==> config.mk <==
export PLATFORM = sky130hd
export DESIGN_NAME = import_operand_div
export DESIGN_NICKNAME = d
export VERILOG_FILES = /design/src/rtl/fp32_div_pkg.sv /design/src/rtl/checkspecial.sv /design/src/rtl/import_operand_div.sv
export SDC_FILE = /design/constraint.sdc
export NUM_CORES = 1
export LEC_CHECK = 0
export ABC_AREA = 1
export BUFFER_PORTS_ARGS = -buffer_cell sky130_fd_sc_hd__buf_2
export CAP_MARGIN = 25
export CORE_UTILIZATION = 50
export DETAILED_ROUTE_END_ITERATION = 6
export PLACE_DENSITY = 0.75
export SETUP_SLACK_MARGIN = 0.5
export SYNTH_ARGS = -nofsm -noshare
export SYNTH_HDL_FRONTEND = slang
export SYNTH_HIERARCHICAL = 1
export SYNTH_SLANG_ARGS = --single-unit
==> constraint.sdc <==
create_clock -name clk -period 3.6 [get_ports clk]
set_input_delay 0.72 -clock clk [delete_from_list [all_inputs] [get_ports clk]]
set_output_delay 0.72 -clock clk [all_outputs]
set_load 0.02 [all_outputs]
==> src/rtl/fp32_div_pkg.sv <==
// Shared binary32 divider definitions: field widths, bias, special encodings, flag positions.
// No logic; consumed by the operand front-end and the export stage.
// Flag vector order is {zero_a, inf_a, nan_a, zero_b, inf_b, nan_b}.
package fp32_div_pkg;

    localparam int EXP  = 8;
    localparam int FRAC = 23;
    localparam int MANT = 24;
    localparam int BIAS = 127;

    localparam logic [EXP-1:0] EXP_MAX = 8'd255;
    localparam logic [31:0]    QNAN    = 32'h7FFF_FFFF;
    localparam logic [30:0]    INF     = 31'h7F80_0000;

    localparam int F_ZERO_A = 5;
    localparam int F_INF_A  = 4;
    localparam int F_NAN_A  = 3;
    localparam int F_ZERO_B = 2;
    localparam int F_INF_B  = 1;
    localparam int F_NAN_B  = 0;

    typedef struct packed {
        logic            sign;
        logic [EXP-1:0]  exp;
        logic [FRAC-1:0] frac;
    } fp32_t;

    // Hidden bit is dropped for zero-class operands (denormals flush to zero).
    function automatic logic [MANT-1:0] unpack_mant(input fp32_t x, input logic is_zero);
        return {~is_zero, x.frac};
    endfunction

endpackage

==> src/rtl/checkspecial.sv <==
// Classifies the magnitude of one binary32 operand as zero, infinity or NaN.
// Latency: combinational.
// Backpressure: none; pure function of its input.
module checkspecial
    import fp32_div_pkg::*;
(
    input  logic [30:0] mag,
    output logic        flag_zero,
    output logic        flag_inf,
    output logic        flag_nan
);

    assign flag_zero = (mag[30:23] == '0);
    assign flag_inf  = (mag == INF);
    assign flag_nan  = (mag[30:23] == EXP_MAX) && (mag[22:0] != '0);

endmodule

==> src/rtl/import_operand_div.sv <==
// Operand front-end for the binary32 divider: classify, unpack, pre-normalize, quotient exponent.
// Latency: 2 cycles accept-to-output, 1 pair/cycle, at most 2 pairs in flight.
// Backpressure: each stage loads when empty or drained; outputs hold while out_valid && !out_ready.
module import_operand_div
    import fp32_div_pkg::*;
#(
    parameter int BIAS  = fp32_div_pkg::BIAS,
    parameter int EXP_W = 10
) (
    input  logic              clk,
    input  logic              rst_n,
    input  logic              in_valid,
    output logic              in_ready,
    input  logic [31:0]       A,
    input  logic [31:0]       B,
    output logic              out_valid,
    input  logic              out_ready,
    output logic [31:0]       a_raw,
    output logic [31:0]       b_raw,
    output logic              sign_q,
    output logic [EXP_W-1:0]  exp_q,
    output logic [24:0]       mant_a,
    output logic [23:0]       mant_b,
    output logic [5:0]        flags,
    output logic              bypass,
    output logic              ovf,
    output logic              unf
);

    logic             s2_load;
    logic             s1_acc;
    logic             zero_a, inf_a, nan_a;
    logic             zero_b, inf_b, nan_b;

    logic             s1_valid;
    logic [31:0]      s1_a, s1_b;
    logic [5:0]       s1_flags;
    logic [MANT-1:0]  s1_ma, s1_mb;
    logic [EXP_W-1:0] s1_ea, s1_eb;

    logic             byp_c;
    logic             shift_c;
    logic [EXP_W-1:0] exp_c;
    logic [24:0]      mant_a_c;
    logic             ovf_c, unf_c;

    assign s2_load  = !out_valid || out_ready;
    assign in_ready = !s1_valid || s2_load;
    assign s1_acc   = in_valid && in_ready;

    checkspecial u_check_a (.mag(A[30:0]), .flag_zero(zero_a), .flag_inf(inf_a), .flag_nan(nan_a));
    checkspecial u_check_b (.mag(B[30:0]), .flag_zero(zero_b), .flag_inf(inf_b), .flag_nan(nan_b));

    always_ff @(posedge clk or negedge rst_n) begin
        if (!rst_n) begin
            s1_valid <= 1'b0;
            s1_a     <= '0;
            s1_b     <= '0;
            s1_flags <= '0;
            s1_ma    <= '0;
            s1_mb    <= '0;
            s1_ea    <= '0;
            s1_eb    <= '0;
        end else begin
            if (in_ready)
                s1_valid <= in_valid;
            if (s1_acc) begin
                s1_a     <= A;
                s1_b     <= B;
                s1_flags <= {zero_a, inf_a, nan_a, zero_b, inf_b, nan_b};
                s1_ma    <= unpack_mant(fp32_t'(A), zero_a);
                s1_mb    <= unpack_mant(fp32_t'(B), zero_b);
                s1_ea    <= EXP_W'(A[30:23]);
                s1_eb    <= EXP_W'(B[30:23]);
            end
        end
    end

    // Shift the dividend left when its mantissa is smaller so the quotient lands in [1,2).
    assign byp_c    = |s1_flags;
    assign shift_c  = (s1_ma < s1_mb) && !byp_c;
    assign mant_a_c = shift_c ? {s1_ma, 1'b0} : {1'b0, s1_ma};
    assign exp_c    = s1_ea - s1_eb + EXP_W'(BIAS) - EXP_W'(shift_c);
    assign ovf_c    = !exp_c[EXP_W-1] && (exp_c >= EXP_W'(EXP_MAX));
    assign unf_c    = exp_c[EXP_W-1] || (exp_c == '0);

    always_ff @(posedge clk or negedge rst_n) begin
        if (!rst_n) begin
            out_valid <= 1'b0;
            a_raw     <= '0;
            b_raw     <= '0;
            sign_q    <= 1'b0;
            exp_q     <= '0;
            mant_a    <= '0;
            mant_b    <= '0;
            flags     <= '0;
            bypass    <= 1'b0;
            ovf       <= 1'b0;
            unf       <= 1'b0;
        end else if (s2_load) begin
            out_valid <= s1_valid;
            if (s1_valid) begin
                a_raw  <= s1_a;
                b_raw  <= s1_b;
                sign_q <= s1_a[31] ^ s1_b[31];
                exp_q  <= exp_c;
                mant_a <= mant_a_c;
                mant_b <= s1_mb;
                flags  <= s1_flags;
                bypass <= byp_c;
                ovf    <= ovf_c;
                unf    <= unf_c;
            end
        end
    end

endmodule
# After elaboration in Yosys (flattened, before gate mapping)
# Cells that the tools add are included.
[word_totals]
reg_bits = 269
in_bits = 68
output_inout_bits = 135
[op_classes]
n_addsub = 3
n_lt_le_gt_ge = 2
n_eq_ne = 4
muxes = 1
n_bitwise = 3
reduce_logical = 19
[op_table]
columns = ["op", "count"]
rows = [
  ["31-bit == test (second input constant)", 2],
  ["23-bit nonzero test", 2],
  ["25-bit two-way mux", 1],
  ["24-bit less-than comparator", 1],
  ["8-bit == test (second input constant)", 2],
  ["8-bit logical NOT", 2],
  ["9-bit by 8-bit adder with 10-bit output (second input constant)", 1],
  ["10-bit by 8-bit >= comparator with 1-bit output (second input constant)", 1],
  ["10-bit logical NOT", 1],
  ["10-bit by 1-bit subtractor with 10-bit output", 1],
  ["8-bit by 8-bit subtractor with 9-bit output", 1],
  ["6-bit OR reduction", 1],
  ["1-bit logical AND", 5],
  ["1-bit logical NOT", 4],
  ["1-bit logical OR", 3],
  ["1-bit NOT", 2],
  ["2-bit AND reduction", 1],
  ["1-bit bitwise XOR", 1],
]

# Longest topological paths before layout
[logic_depth]
word_depth = 6
ltp_mapped = 24

# Hierarchy
# Netlist, hierarchy kept.
[modules_own_cells]
columns = ["mod", "instances", "cells_per_inst", "area_per_inst_um2", "seq_area_each_um2"]
rows = [
  ["import_operand_div", 1, 1001, 8555.7, 4604.4],
  ["checkspecial", 2, 39, 153.9, 0.0],
]

# Worst setup path after synthesis
# Ideal clock, no wire load.
[synth_path]
path_kind = "register to register"
start = "register s1_ma[23]"
end = "register ovf"
arrival_time_ns = 2.796
required_time_ns = 3.484
slack_ns = 0.688
path_stages_with_launch = 24
path_buffers = 1
path_cell_list = "dfrtp_1 > ha_1 > nand2_1 > nor2_2 > nand2_1 > nor2_1 > nand2_1 > nand2_1 > nor2_2 > nand2_2 > buf_2 > ha_1 > ha_1 > fa_1 > nand2_1 > nand2_1 > nand3b_1 > nand2_1 > a21oi_1 > nand2_1 > nand2_1 > inv_1 > nand2_1 > nand2_1"
[synth_between]
elab_chain_cells = 5
elab_cells_between_ends = 6
classes_between = "add/sub: 1; order compare: 2; reduce/logical: 3"
[synth_rtl]
columns = ["item", "line", "source"]
rows = [
  ["from (decl)", "import_operand_div.sv:38", "logic [MANT-1:0] s1_ma, s1_mb;"],
  ["from (signal assigned)", "import_operand_div.sv:71", "s1_ma <= unpack_mant(fp32_t'(A), zero_a);"],
  ["24-bit less-than comparator *", "import_operand_div.sv:81", "assign shift_c = (s1_ma < s1_mb) && !byp_c;"],
  ["1-bit logical AND *", "import_operand_div.sv:81", ""],
  ["10-bit by 1-bit subtractor with 10-bit output *", "import_operand_div.sv:83", "assign exp_c = s1_ea - s1_eb + EXP_W'(BIAS) - EXP_W'(shift_c);"],
  ["10-bit by 8-bit >= comparator with 1-bit output / 1-bit logical NOT (equally long branches)", "import_operand_div.sv:84", "assign ovf_c = !exp_c[EXP_W-1] && (exp_c >= EXP_W'(EXP_MAX));"],
  ["1-bit logical AND *", "import_operand_div.sv:84", ""],
  ["to (signal assigned)", "import_operand_div.sv:111", "ovf <= ovf_c;"],
  ["to (decl)", "import_operand_div.sv:26", "output logic ovf,"],
]
# Every way passes the cells marked *; elsewhere a longest branch is shown, timed or not.
# A chain may end at the register's enable or synchronous reset.

==> summary.md <==
| Metric | Value |
|---|---|
| Outcome | finished clean |
| Slew margin rel. | 34.7% |
| Max FO, Critical Path | 3 |
| CTS Buf Count | 17 |
| Syn_area_per_cell | 8.21 um2 |
| Clock Skew | 8.83 ps |
| WL/cell | 14.5 um |
| Max clock buf depth | 2 |
| Total negative slack | 0 ps |
| Setup crit end kind | register |
| First-pass GRT wire length | 34.3 mm |
| Distinct cells, synth | 28 |
| Kind of critical path | register to register |
| Clk root buf | clkbuf_16 |
| Global Route Usage Sum | 24.2% |
| Grt ovf | 0 |
| GP Congestion | 0.906 |
| Vias | 7447 |
| Final Hold Viols | 0 |
| Post-synthesis cell count | 1079 |
| Clk sink count | 184 |
| R2R Setup Slk | 600 ps |
| Placed Instance Area | 0.00990 mm2 |
| Initial antenna violation count | 1 |
| Post-layout power | 0.00818 W |
| Vias in the first global route | 6882 |
| Tmin final | 3000 ps |
| Lkg Pwr | 5.77 nW |
| H-tree depth | 4 |
| Area contributors post-synth | dfrtp_1, nand2_1, o21ai_0 |
| Die area | 0.0183 mm2 |
| Initial core utilization | 51.2% |
| Fin crit share | 83.3% |
| Synthesis Warnings | 6 |
| Worst Max-Slew Pin Slew | 979 ps |
| Core Area | 0.0173 mm2 |
| Placed Instances | 1448 |
| First-pass detailed-route iteration total | 5 |
| Final setup fails | 0 |
| R2R Path End | unf$_DFFE_PN0P_ |
| CTS tree | built |
| Die W | 135 um |
| Synth cell count leaders | nand2_1, dfrtp_1, o21ai_0 |
| Initial DRC Count | 431 |
| Post-route DRC | 0 |
| Top-count cell post-synth | nand2_1 |
| CTS Hold Bufs | 0 |
| Ant. Diodes | 0 |
| DRT Wirelength | 21.6 mm |
| Post-route non-filler standard cell count | 1486 |
| Top FF cell, synth | dfrtp_1 |
| Arrival @ worst endpoint | 3350 ps |
| Row cnt | 48 |
| Post-Syn Nets | 1188 |
| Proportion of layout cells with a drive suffix above 1 | 24.7% |
| FMAX | 334 MHz |
| RSZ-0062 raised after global routing | yes |
| Final ANT Viol Nets | 0 |
| Final hold slack | 310 ps |
| Maxcap violations | 0 |
| DP HPWL | 14.8 mm |
| Startpoint Class | register |
| Top Ports | 203 |
| P per Cell Area | 761 mW/mm2 |
| Final instance area | 0.0107 mm2 |
| Synth Cell Area | 0.00886 mm2 |
| FF+latch count, synth | 184 |
| Synth-to-layout area growth | 21.1% |
| Later-pin clock latency in the skew report | 430 ps |
| I/O Buffers | 202 |
| Filler cell count | 1490 |
| Max-slew violations | 0 |
| Die height | 135 um |
| Yosys top cell area share | 51.9% |
| Hold WC Path Type | input pin to async pin |
| Via-per-instance ratio | 5.01 |
| Clock transition at path regs | 60 ps |
| Fraction of registers with async set/reset | 100% |
| Worst R2R Path Depth | 21 |
| EDFF count, synth | 0 |
| Layout net count | 1359 |
| Largest area contributor in the netlist | dfrtp_1 |
| Worst Path Required | 3950 ps |
| Peak VDD IR | 0.000443 V |
| Crit Reg-Reg Startpoint | s1_a[20]$_DFFE_PN0P_ |
| Largest net degree at the start of global routing | 187 |
| Post-synthesis sequential area ratio | 51.9% |
[cell families (layout without fill, tap and decap cells)]
group,Yosys count,count (layout),synth area share (%)
buf+inv,189,371,9.44
xor+xnor,6,6,0.593
compound gates,171,171,9.80
simple gates,488,488,22.3
fa+ha+maj,41,41,5.96
flops,184,184,51.9
[per-layer routing]
metal | vias to the layer above | track usage (%) | wire, um
met3 | 23 | 4.08 | 1160
met4 | 2 | 8.05 | 306
met1 | 3508 | 34.5 | 9970
met5 | - | 0 | 17
li1 | 3720 | - | -
met2 | 194 | 37.6 | 10200
[report_power, final]
group	internal, W	leakage, nW	switching (W)
sequential	0.00260	2.29	0.000328
clock	0.00102	0.268	0.000772
combinational	0.00120	3.22	0.00226
[flip-flops by register name, summed over array words and instances (netlist names)]
| signal | count |
|---|---|
| out_valid | 1 |
| mant_a | 25 |
| s1_a | 32 |
| s1_b | 32 |
| sign_q | 1 |
| a_raw | 32 |
| s1_flags | 6 |
| unf | 1 |
| ovf | 1 |
| flags | 6 |
| mant_b | 1 |
| exp_q | 10 |
| s1_ma | 1 |
| s1_valid | 1 |
| b_raw | 32 |
| s1_mb | 1 |
| bypass | 1 |
[stage by stage]
| step | worst slack (ps) | utilization [%] |
|---|---|---|
| detailed placement | 409 | 57.2 |
| global placement | 489 | 57.2 |
| global route | 414 | 62.1 |
| floorplan | 688 | - |
| CTS | 501 | 60.6 |
| finish | 602 | 62.1 |
[repair_timing]
action	4_1_cts	5_1_grt
cloned	0	0
hold endpoints to repair	0	0
setup endpoints to repair	3	5
resized for setup	5	49
pin swaps	1	26
setup buffers	0	8
[cells in the final DEF (no fill, tap or decap), drive strengths merged]
master and count:
clkinvlp 2, o211ai 1, a21oi 22, clkbuf 25, inv 121, fa 2, nor3b 2, dfrtp 184
xor2 6, o21bai 2, bufinv 1, nand2 350, nand3b 1, clkinv 4, ha 39, nor3 5
o21ai 144, a31oi 1, a31o 1, buf 218, nor2 61, nand3 67, nand4 2
[how the worst max path moves through the flow]
stage	from	endpoint	slack [ps]	cells past startpoint
after floorplan	s1_ma[23]$_DFFE_PN0P_	ovf$_DFFE_PN0P_	690	23
after global placement	s1_a[21]$_DFFE_PN0P_	ovf$_DFFE_PN0P_	490	20
after detailed placement	s1_a[21]$_DFFE_PN0P_	unf$_DFFE_PN0P_	410	19
after CTS	s1_ma[23]$_DFFE_PN0P_	unf$_DFFE_PN0P_	500	21
after global routing	s1_mb[23]$_DFFE_PN0P_	ovf$_DFFE_PN0P_	410	21
final	s1_a[20]$_DFFE_PN0P_	unf$_DFFE_PN0P_	600	21
[area by class of cell]
class / instances / area [um2] / share of cell area, %
repair buffers: 219 / 1190 / 11.1
flip-flops and latches: 184 / 4600 / 42.9
clock buffers: 24 / 492 / 4.58
multi-input cells: 706 / 3640 / 33.9
well taps: 225 / 282 / 2.62
clock inverters: 6 / 67.6 / 0.629
inverters: 122 / 459 / 4.28
[critical path: stages (launching register included)]
cell and delay (ps):
dfrtp_1 380, ha_1 320, nand2_2 90, nor2_4 50, nand2_2 90, nor2_1 50
nand2_1 70, nand2_2 60, nor2_4 160, nand2_4 80, ha_4 170, ha_4 160
fa_2 420, nand2_4 90, nand2_2 70, nand3b_1 130, nand2_2 80, a21oi_2 110
nand2_1 60, nand2_1 80, inv_2 60, a21oi_1 140
No activity file was read; power rests on OpenSTA's default activity.
